**config.mk**
```make
export PLATFORM = sky130hd
export DESIGN_NAME = idu_scoreboard
export DESIGN_NICKNAME = d
export VERILOG_FILES = /design/src/rtl/idu_scoreboard.sv
export SDC_FILE = /design/constraint.sdc
export NUM_CORES = 1
export LEC_CHECK = 0
export BUFFER_PORTS_ARGS = -buffer_cell sky130_fd_sc_hd__buf_2
export CAP_MARGIN = 20
export CELL_PAD_IN_SITES_DETAIL_PLACEMENT = 0
export CELL_PAD_IN_SITES_GLOBAL_PLACEMENT = 1
export CORE_MARGIN = 4
export CORE_UTILIZATION = 49
export DETAILED_ROUTE_END_ITERATION = 10
export PLACE_DENSITY_LB_ADDON = 0.1
export RECOVER_POWER = 25
export REMOVE_ABC_BUFFERS = 1
export SLEW_MARGIN = 20
export SYNTH_ARGS = -nofsm -noshare
export SYNTH_HDL_FRONTEND = slang
export SYNTH_SLANG_ARGS = --single-unit
```
**constraint.sdc**
```tcl
create_clock -name i_clk -period 9.16 [get_ports i_clk]
set_clock_uncertainty 0.1 [all_clocks]
set_input_delay 0.458 -clock i_clk [delete_from_list [all_inputs] [get_ports i_clk]]
set_output_delay 0.458 -clock i_clk [all_outputs]
set_load 0.01 [all_outputs]
```
**src/rtl/idu_scoreboard.sv**
```systemverilog
// Issue controller between decode and execute: tracks in-flight GPR/CSR writes,
// stalls on RAW/WAW hazards or inflight overflow, and serializes system/fence.i.
module idu_scoreboard #(
   parameter int REG_ADDRW    = 5,
   parameter int CNT_W        = 2,
   parameter int INFL_W       = 3,
   parameter int MAX_INFLIGHT = 4
) (
   input  logic                 i_clk,
   input  logic                 i_rst_n,
   input  logic                 i_pre_valid,
   output logic                 o_pre_ready,
   output logic                 o_post_valid,
   input  logic                 i_post_ready,
   input  logic [REG_ADDRW-1:0] i_rs1id,
   input  logic [REG_ADDRW-1:0] i_rs2id,
   input  logic [REG_ADDRW-1:0] i_rdid,
   input  logic                 i_rdwen,
   input  logic                 i_csrsren,
   input  logic                 i_csrdwen,
   input  logic                 i_sysins,
   input  logic                 i_fence_i,
   input  logic                 i_wb_valid,
   input  logic [REG_ADDRW-1:0] i_wb_rdid,
   input  logic                 i_wb_rdwen,
   input  logic                 i_wb_csrdwen,
   input  logic                 i_flush,
   output logic [INFL_W-1:0]    o_inflight,
   output logic                 o_busy,
   output logic                 o_sb_err
);

   // Handshake: an instruction moves decode->execute on a cycle where
   // o_post_valid & i_post_ready; o_pre_ready mirrors i_post_ready unless stalled.

   localparam int                NREG     = 1 << REG_ADDRW;
   localparam logic [CNT_W-1:0]  CNT_SAT  = '1;
   localparam logic [INFL_W-1:0] INFL_MAX = INFL_W'(MAX_INFLIGHT);

   typedef enum logic [1:0] {
      ST_RUN    = 2'd0,
      ST_DRAIN  = 2'd1,
      ST_SERIAL = 2'd2
   } state_e;

   state_e             state_q, state_d;
   logic [CNT_W-1:0]   cnt_q [NREG];
   logic [CNT_W-1:0]   cnt_d [NREG];
   logic [CNT_W-1:0]   csr_cnt_q, csr_cnt_d;
   logic [INFL_W-1:0]  infl_q, infl_d;
   logic               sb_err_q, sb_err_d;

   logic serial;
   logic haz;
   logic stall;
   logic issue;

   always_comb begin
      serial = i_sysins | i_fence_i;
      haz    = ((i_rs1id != '0) && (cnt_q[i_rs1id] != '0))
             | ((i_rs2id != '0) && (cnt_q[i_rs2id] != '0))
             | (i_rdwen && (i_rdid != '0) && (cnt_q[i_rdid] == CNT_SAT))
             | (i_csrsren && (csr_cnt_q != '0))
             | (i_csrdwen && (csr_cnt_q == CNT_SAT))
             | (infl_q == INFL_MAX);
      stall  = i_flush | haz | (state_q != ST_RUN) | (serial & (infl_q != '0));
      o_post_valid = i_rst_n & i_pre_valid & ~stall;
      o_pre_ready  = i_rst_n & i_post_ready & ~stall;
      issue        = o_post_valid & i_post_ready;
   end

   // A decrement of an empty counter holds it at zero and raises the sticky error.
   always_comb begin
      logic inc;
      logic dec;
      sb_err_d  = sb_err_q;
      csr_cnt_d = csr_cnt_q;
      infl_d    = infl_q;
      inc       = 1'b0;
      dec       = 1'b0;
      for (int r = 0; r < NREG; r++) begin
         cnt_d[r] = cnt_q[r];
      end
      if (i_flush) begin
         for (int r = 0; r < NREG; r++) begin
            cnt_d[r] = '0;
         end
         csr_cnt_d = '0;
         infl_d    = '0;
      end else begin
         for (int r = 1; r < NREG; r++) begin
            inc = issue & i_rdwen & (i_rdid == REG_ADDRW'(r));
            dec = i_wb_valid & i_wb_rdwen & (i_wb_rdid == REG_ADDRW'(r));
            if (inc && !dec) begin
               cnt_d[r] = cnt_q[r] + 1'b1;
            end else if (dec && !inc) begin
               if (cnt_q[r] == '0) sb_err_d = 1'b1;
               else                cnt_d[r] = cnt_q[r] - 1'b1;
            end
         end
         inc = issue & i_csrdwen;
         dec = i_wb_valid & i_wb_csrdwen;
         if (inc && !dec) begin
            csr_cnt_d = csr_cnt_q + 1'b1;
         end else if (dec && !inc) begin
            if (csr_cnt_q == '0) sb_err_d  = 1'b1;
            else                 csr_cnt_d = csr_cnt_q - 1'b1;
         end
         inc = issue;
         dec = i_wb_valid;
         if (inc && !dec) begin
            infl_d = infl_q + 1'b1;
         end else if (dec && !inc) begin
            if (infl_q == '0) sb_err_d = 1'b1;
            else              infl_d   = infl_q - 1'b1;
         end
      end
      cnt_d[0] = '0;
   end

   always_comb begin
      state_d = state_q;
      case (state_q)
         ST_RUN: begin
            if (issue && serial)                                state_d = ST_SERIAL;
            else if (i_pre_valid && serial && (infl_q != '0)) state_d = ST_DRAIN;
         end
         ST_DRAIN: begin
            if (infl_q == '0) state_d = ST_RUN;
         end
         ST_SERIAL: begin
            if (i_wb_valid && (infl_q <= INFL_W'(1))) state_d = ST_RUN;
         end
         default: state_d = ST_RUN;
      endcase
      if (i_flush) state_d = ST_RUN;
   end

   always_ff @(posedge i_clk or negedge i_rst_n) begin
      if (!i_rst_n) begin
         state_q   <= ST_RUN;
         csr_cnt_q <= '0;
         infl_q    <= '0;
         sb_err_q  <= 1'b0;
         for (int r = 0; r < NREG; r++) begin
            cnt_q[r] <= '0;
         end
      end else begin
         state_q   <= state_d;
         csr_cnt_q <= csr_cnt_d;
         infl_q    <= infl_d;
         sb_err_q  <= sb_err_d;
         for (int r = 0; r < NREG; r++) begin
            cnt_q[r] <= cnt_d[r];
         end
      end
   end

   assign o_inflight = infl_q;
   assign o_busy     = (state_q != ST_RUN) | (infl_q != '0);
   assign o_sb_err   = sb_err_q;

endmodule
```
# == After elaboration in Yosys (flattened, before gate mapping) ==
# Cells that the tools add are included.
# classes
addsub,66
n_lt_le_gt_ge,4
n_eq_ne,103
n_mux,233
n_bitwise,86
n_reduce_logical,251
# ops
operator,count
2-bit two-way mux,108
"5-bit equality test, second input constant",32
1-bit two-way mux,116
"3-bit inequality test, second input constant",35
3-bit nonzero test,34
"5-bit by 4-bit equality test with 1-bit output, second input constant",16
1-bit logical AND,76
1-bit bitwise AND,72
1-bit zero test,66
2-bit zero test,33
2-bit AND reduction,33
"2-bit by 1-bit adder with 2-bit output, second input constant",32
"2-bit by 1-bit subtractor with 2-bit output, second input constant",32
62-bit two-way mux,1
"5-bit by 3-bit equality test with 1-bit output, second input constant",8
2-bit binary-select mux with 5-bit select,3
"5-bit by 2-bit equality test with 1-bit output, second input constant",4
"6-bit greater-or-equal comparator, second input constant",3
5-bit NOT with 6-bit output,3
5-bit nonzero test,3
3-bit two-way mux,4
"5-bit by 1-bit equality test with 1-bit output, second input constant",2
1-bit bitwise OR,10
2-bit nonzero test,4
other kinds (11),13
# totals
ff_bits,70
in_bits,33
out_inout_bits,7
wordCells,778

# == Depth between registers and ports, before layout ==
# Gate-level depths: netlist (run 1).
# logic_depth
depth_word,136
ltp_mapped,15
depth_no_buf,11

# == Worst setup path after synthesis (run 1) ==
# Ideal clock, no wire load.
# synth_timing
kind,input to register
startpoint,in i_rdid[0]
endpoint,"reg sb_err_q, in the netlist o_sb_err"
setup_ns,0.126
t_arrival_ns,3.728
t_required_ns,8.934
slack_ns,5.206
cell_stages,11
n_path_buf,3
path_cell_list,clkbuf_1 mux4_2 o2bb2ai_1 or4_1 buf_2 or2_4 buf_6 o31a_1 a2111oi_0 or4b_1 o32a_1
# synth_between
elab_chain_len,135
word_cells_on_any_way,296
cone_classes,32 x eq/ne; 118 x mux; 44 x bitwise; 102 x reduce/logical
# synth_rtl
element,line,text
from (decl),17,"input logic [REG_ADDRW-1:0] i_rdid,"
5-bit NOT with 6-bit output (implied by the code),62,| (i_rdwen && (i_rdid != '0) && (cnt_q[i_rdid] == CNT_SAT))
2-bit binary-select mux with 5-bit select,62,
2-bit two-way mux (implied by the code) (2 in a row),62,
2-bit equality test,62,
1-bit logical AND,62,
1-bit bitwise OR,62,
1-bit bitwise OR,63,| (i_csrsren && (csr_cnt_q != '0))
1-bit bitwise OR,64,| (i_csrdwen && (csr_cnt_q == CNT_SAT))
[... 118 more ...],n/a,
1-bit two-way mux,96,end else if (dec && !inc) begin
1-bit two-way mux,94,if (inc && !dec) begin
1-bit two-way mux,106,if (csr_cnt_q == '0) sb_err_d = 1'b1;
1-bit two-way mux,105,end else if (dec && !inc) begin
1-bit two-way mux,103,if (inc && !dec) begin
1-bit two-way mux,114,if (infl_q == '0) sb_err_d = 1'b1;
1-bit two-way mux,113,end else if (dec && !inc) begin
1-bit two-way mux (*),111,if (inc && !dec) begin
to (signal assigned),152,sb_err_q <= sb_err_d;
to (decl),51,"logic sb_err_q, sb_err_d;"
# Mark *: on every way between the ends. The rest lies on a longest branch, timed or not. The select of a mux whose other input is x is not followed.
# A chain may end at the register's enable or synchronous reset.

# == Worst setup path after layout (run 1) ==
# layout_timing
startpoint,"reg infl_q[1], in the netlist o_inflight[1]"
endpoint,"reg sb_err_q, in the netlist o_sb_err"
# layout_between
elab_chain_len,127
word_cells_on_any_way,258
cone_classes,1 x eq/ne; 115 x mux; 41 x bitwise; 101 x reduce/logical
# layout_rtl
element,line,text
from (decl),50,"logic [INFL_W-1:0] infl_q, infl_d;"
from (signal assigned),151,infl_q <= infl_d;
3-bit equality test,65,| (infl_q == INFL_MAX);
1-bit bitwise OR,65,
1-bit bitwise OR (3 in a row),66,stall = i_flush | haz | (state_q != ST_RUN) | (serial & (infl_q != '0));
1-bit NOT,67,o_post_valid = i_rst_n & i_pre_valid & ~stall;
1-bit bitwise AND,67,
1-bit bitwise AND,69,issue = o_post_valid & i_post_ready;
1-bit bitwise AND (2 in a row),92,inc = issue & i_rdwen & (i_rdid == REG_ADDRW'(r));
1-bit zero test,96,
[... 108 more ...],n/a,
1-bit two-way mux,96,
1-bit two-way mux,94,
1-bit two-way mux,106,
1-bit two-way mux,105,
1-bit two-way mux,103,
1-bit two-way mux,114,
1-bit two-way mux,113,
1-bit two-way mux (*),111,
# Marked as above.

==> impl_metrics.env, run 1 <==
export IMPL_status="finished with violations"
export IMPL_violations="capacitance limit, slew limit"
export IMPL_wl_met3_um=2211
export IMPL_start_util=0.5012
export IMPL_dieArea_mm2=0.01347
export IMPL_worst_pin_slew_ns=3.974
export IMPL_end_kind="flip-flop"
export IMPL_clk_path_buf_depth=2
export IMPL_postCtsResizedCells=0
export IMPL_crit_fanout=15
export IMPL_clock_latency_ns=0.35
export IMPL_ys_types=59
export IMPL_diodes=0
export IMPL_antenna_found_initial=0
export IMPL_ctsRootBufferMaster="clkbuf_16"
export IMPL_utilization=0.5449
export IMPL_cts_made_buffers=9
export IMPL_crit_arrival_ns=5.11
export IMPL_grt_overflow=0
export IMPL_p_leak_uw=0.002349
export IMPL_dr_pass1_iters=8
export IMPL_drt_initial_drc_count=763
export IMPL_place_congestion=1.037
export IMPL_slowest_delay_ns=0.87
export IMPL_yosysWarnings=0
export IMPL_rsz0062_at_grt="no"
export IMPL_final_common_cell="nand2_1"
export IMPL_holdPathEnd="csr_cnt_q[0]"
export IMPL_drc_errors=0
export IMPL_drive_gt1_frac=0.09794
export IMPL_placeableCoreArea_mm2=0.01142
export IMPL_route_met2_wl_um=9716
export IMPL_hold_path_class="in -> reg"
export IMPL_reg2regPathDepth=11
export IMPL_cts_sinks=70
export IMPL_final_antenna_net_count=0
export IMPL_grt_use_total=0.3379
export IMPL_most_common_layout_cells="nand2_1 (85), nor2_1 (79), dfrtp_1 (70)"
export IMPL_slowest_stage="nor2_1"
export IMPL_nFillCells=1139
export IMPL_wl_per_cell_um=23.83
export IMPL_die_h_um=116.1
export IMPL_finalHoldViolations=0
export IMPL_ir_drop_mv=0.1443
export IMPL_grt_pass1_vias=5890
export IMPL_required_ns=9.30
export IMPL_yosysSeqAreaShare=0.3061
export IMPL_p_per_area_mw_per_mm2=135.7
export IMPL_via_per_inst=6.898
export IMPL_htreeDepth=3
export IMPL_top_layer="met4"
export IMPL_io_pin_count=40
export IMPL_r2r_start="o_inflight[1]"
export IMPL_crit_type="reg -> reg"
export IMPL_syn_inst=756
export IMPL_grt_max_degree=73
export IMPL_setup_tns_ns=0
export IMPL_grt_pass1_wl_um=34040
export IMPL_synth_edff_count=0
export IMPL_worstSetupStartpointType="flip-flop"
export IMPL_wl_um=21900
export IMPL_drt_met1_wl_um=9188
export IMPL_fin_crit_sh=0.5423
export IMPL_vias=6339
export IMPL_die_width_um=116.1
export IMPL_path_clk_slew_ns=0.06
export IMPL_num_rows=39
export IMPL_maxCapViolations=1
export IMPL_regToRegSetupSlack_ns=4.19
export IMPL_seqCellArea_mm2=0.001752
export IMPL_min_from="i_csrdwen"
export IMPL_min_period_ns=4.968
export IMPL_post_cts_setup_buffers=0
export IMPL_syn_to_final_growth_pct=8.723
export IMPL_rr_endpoint="o_sb_err"
export IMPL_slew_headroom=-1.649
export IMPL_synth_flop_cell="dfrtp_1"
export IMPL_setup_viol_count_final=0
export IMPL_dp_hpwl_um=16520
export IMPL_final_max_slew_violation_count=73
export IMPL_synth_ff_latch_count=70
export IMPL_avgSynthCellArea_um2=7.570
export IMPL_io_buffers=39
export IMPL_async_flop_share=1.000
export IMPL_design_area_mm2=0.006222
export IMPL_worstPathCellList="inv_1 > ha_1 > nor2b_1 > o221ai_1 > a211o_1 > or4_1 > nor2_1 > a31oi_1 > a2111oi_0 > or4b_1 > o32a_1"
export IMPL_multi_input_area_mm2=0.003766
export IMPL_ctsHoldBuffers=0
export IMPL_holdPathStages=3
export IMPL_fmax_ghz=0.2013
export IMPL_syn_area_mm2=0.005723
export IMPL_cts_tree="done"
export IMPL_fin_nets=809
export IMPL_placed_area_mm2=0.005973
-- per-stage QoR --
step / hold slack, ns / total power [µW] / std cells / setup slack, ns
floorplan: 0.06241 / 441.0 / 720 / 4.984
global placement: 0.3856 / 524.6 / 905 / 4.178
detailed placement: 0.3970 / 528.7 / 905 / 4.048
CTS: 0.3267 / 847.7 / 919 / 4.329
global route: 0.3712 / 881.1 / 919 / 3.868
finish: 0.3375 / 844.3 / 919 / 4.192
-- synth_stat cells, types with 17 or more instances --
cell type	count	area [µm²]
a211oi_1	29	217.7
a21oi_1	49	245.2
clkbuf_1	31	116.4
dfrtp_1	70	1752
nand2_1	85	319.1
nand2b_1	27	168.9
nand3_1	28	140.1
nor2_1	79	296.5
nor2b_1	17	106.4
nor3_1	64	320.3
o21a_1	24	180.2
o21ai_0	52	260.3
-- final cells by class --
cell class	instances	area share
clock buffer	12	0.03961
tap	143	0.02876
sequential	70	0.2815
inverter	15	0.009049
clock inverter	2	0.001609
timing repair buffer	42	0.03418
multi-input combinational	635	0.6053
-- flip-flops by register name, summed over array words and instances (netlist names) --
signal and count:
o_inflight 3, cnt_q 62, csr_cnt_q 2, state_q 2, o_sb_err 1
-- layer usage --
metal | up-vias | GRT usage
li1 | 2877 | -
met1 | 3037 | 0.4705
met2 | 355 | 0.5198
met3 | 70 | 0.07885
met4 | 0 | 0.1145
met5 | - | 0
-- critical path: cells and delay by family, from the launching register on --
family	cells	cell delay, ns
compound gates	5	1.58
fa+ha+maj	1	0.21
buf+inv	1	0.10
flops	1	0.44
simple gates	4	2.40
-- logic make-up (layout without fill, tap and decap cells) --
| logic type | count (synthesis) | count (layout) | synth area share |
|---|---|---|---|
| AOI/OAI and AO/OA | 236 | 236 | 0.2711 |
| xor gates and xnor gates | 2 | 2 | 0.003061 |
| adders and majority gates | 3 | 3 | 0.006560 |
| buffers and inverters | 51 | 71 | 0.03673 |
| DFF | 70 | 70 | 0.3061 |
| muxes | 15 | 15 | 0.04832 |
| and+or+nand+nor | 379 | 379 | 0.3282 |
-- power breakdown --
group | switching [µW] | leakage, µW | total, µW | internal (µW)
clock | 130 | 0.000128 | 317 | 187
combinational | 140 | 0.00125 | 202 | 62.2
sequential | 9.40 | 0.000972 | 326 | 316
total | 279 | 0.00235 | 844 | 565
-- worst max path at each step --
stage | startpoint | slack, ns | to | cells after the start
final | o_inflight[1] | 4.19 | o_sb_err | 11
after global routing | i_rst_n | 3.87 | o_post_valid | 4
after CTS | o_inflight[1] | 4.33 | o_sb_err | 11
after detailed placement | i_flush | 4.05 | o_sb_err | 11
after global placement | i_flush | 4.18 | o_sb_err | 11
after floorplan | o_inflight[1] | 4.98 | o_sb_err | 11
Note: power is estimated with default switching activity, not from simulation.
==> inputs of run 2 (changes only) <==
--- a/config.mk
+++ b/config.mk
@@ -10,7 +10,7 @@
 export CELL_PAD_IN_SITES_DETAIL_PLACEMENT = 0
 export CELL_PAD_IN_SITES_GLOBAL_PLACEMENT = 1
 export CORE_MARGIN = 4
-export CORE_UTILIZATION = 49
+export CORE_UTILIZATION = 46
 export DETAILED_ROUTE_END_ITERATION = 10
 export PLACE_DENSITY_LB_ADDON = 0.1
 export RECOVER_POWER = 25
==> constraint.sdc (replaced) <==
create_clock -name i_clk -period 5 [get_ports i_clk]
set_clock_uncertainty 0.1 [all_clocks]
set_input_delay 0.25 -clock i_clk [delete_from_list [all_inputs] [get_ports i_clk]]
set_output_delay 0.25 -clock i_clk [all_outputs]
set_load 0.01 [all_outputs]
==> impl_metrics.env, run 2 (synthesis results as in run 1) <==
export IMPL_crit_arrival_ns=4.68
export IMPL_antenna_found_initial=1
export IMPL_placed_area_mm2=0.006065
export IMPL_dp_hpwl_um=16970
export IMPL_most_common_layout_cells="nand2_1 (85), nor2_1 (79), dfrtp_1 (70)"
export IMPL_largest_reg_flops=62
export IMPL_drt_initial_drc_count=663
export IMPL_violations="capacitance limit, slew limit"
export IMPL_cts_sinks=70
export IMPL_regToRegSetupSlack_ns=0.45
export IMPL_setup_tns_ns=0
export IMPL_dieArea_mm2=0.01429
export IMPL_dr_pass1_iters=6
export IMPL_p_per_area_mw_per_mm2=262.2
export IMPL_min_period_ns=4.548
export IMPL_finalHoldViolations=0
export IMPL_io_pin_count=40
export IMPL_fin_crit_sh=0.9096
export IMPL_crit_fanout=21
export IMPL_io_buffers=39
export IMPL_start_util=0.4725
export IMPL_final_max_slew_violation_count=73
export IMPL_postCtsResizedCells=0
export IMPL_grt_overflow=0
export IMPL_final_antenna_net_count=0
export IMPL_end_kind="flip-flop"
export IMPL_design_area_mm2=0.006377
export IMPL_crit_type="reg -> reg"
export IMPL_setup_viol_count_final=0
export IMPL_final_common_cell="nand2_1"
export IMPL_ir_drop_mv=0.2056
export IMPL_ctsHoldBuffers=0
export IMPL_grt_pass1_vias=6003
export IMPL_placeableCoreArea_mm2=0.01211
export IMPL_ctsRootBufferMaster="clkbuf_16"
export IMPL_place_congestion=1.025
export IMPL_fmax_ghz=0.2199
export IMPL_cts_tree="done"
export IMPL_status="finished with violations"
export IMPL_worst_pin_slew_ns=3.947
export IMPL_grt_max_degree=73
export IMPL_die_width_um=119.5
export IMPL_drive_gt1_frac=0.1107
export IMPL_slew_headroom=-1.631
export IMPL_hold_path_class="in -> reg"
export IMPL_grt_pass1_wl_um=34330
export IMPL_htreeDepth=3
export IMPL_vias=6376
export IMPL_syn_to_final_growth_pct=11.43
export IMPL_largest_register="cnt_q"
export IMPL_post_cts_setup_buffers=0
export IMPL_die_h_um=119.5
export IMPL_grt_use_total=0.3131
export IMPL_clk_path_buf_depth=2
export IMPL_diodes=0
export IMPL_clock_latency_ns=0.35
export IMPL_drc_errors=0
export IMPL_rsz0062_at_grt="no"
export IMPL_p_leak_uw=0.002408
export IMPL_num_rows=40
export IMPL_path_clk_slew_ns=0.06
export IMPL_cts_made_buffers=9
export IMPL_worstSetupStartpointType="flip-flop"
export IMPL_via_per_inst=6.683
export IMPL_fin_nets=817
export IMPL_required_ns=5.13
export IMPL_maxCapViolations=1
export IMPL_wl_um=22300
export IMPL_wl_per_cell_um=23.37
run 2: cell types whose count changed in the layout (fill, tap and decap cells not counted):
cell and change:
clkinv_2 -2, bufinv_16 +2, clkbuf_1 -1, buf_4 +9, clkinv_4 +1, clkinvlp_4 +2, clkbuf_8 -1
run 2: worst paths after layout:
path                                 to  startpoint  cells after the start
setup / recovery               o_sb_err   cnt_q[54]                     10
hold / removal             csr_cnt_q[0]   i_csrdwen                      3
setup reg to reg               o_sb_err   cnt_q[54]                     10
hold reg to reg              state_q[0]  state_q[1]                      1
max in group asynchronous     cnt_q[33]     i_rst_n                      2
min in group asynchronous     cnt_q[16]     i_rst_n                      2
run 2: layout make-up:
type                            instances  area (µm²)
Fill cell                            1240        5734
Timing Repair Buffer                   50       276.5
Clock buffer                           11       232.7
Multi-Input combinational cell        635        3766
Inverter                               15       56.30
Tap cell                              168       210.2
Clock inverter                          5       83.83
Sequential cell                        70        1752
run 2: through the flow:
step	worst slack [ns]	power, µW	hold WS, ns	util	instances
6_report	0.4519	1672	0.09647	0.5266	954
5_1_grt	0.2298	1745	0.1030	0.5266	954
4_1_cts	0.5734	1676	0.08807	0.5269	954
3_5_place_dp	0.6072	977.9	0.3837	0.5007	938
3_3_place_gp	0.6057	970.2	0.3844	0.5007	938
2_1_floorplan	0.8241	807.9	-0.1456	-	720
run 2: per-layer routing:
layer  vias up  GRT usage  routed length (µm)
met5         -          0                  13
met4         2     0.1553                1060
met3        77    0.09001                2140
met2       331     0.4552                9597
met1      3075     0.4259                9486
li1       2891          -                   -
run 2: worst max-delay path, stage by stage, from the launching register on:
cell and delay, ns:
dfrtp_1 0.42, or2_1 0.34, a22o_1 0.28, a211oi_1 0.52
o2bb2ai_1 0.13, or4_1 0.56, or2_4 0.38, o31ai_1 0.60
o22ai_1 0.24, or4b_1 0.57, o32a_1 0.30
run 2: where the power goes:
part | internal [µW] | switching, µW
registers | 579 | 15.6
logic | 125 | 257
clock network | 438 | 258
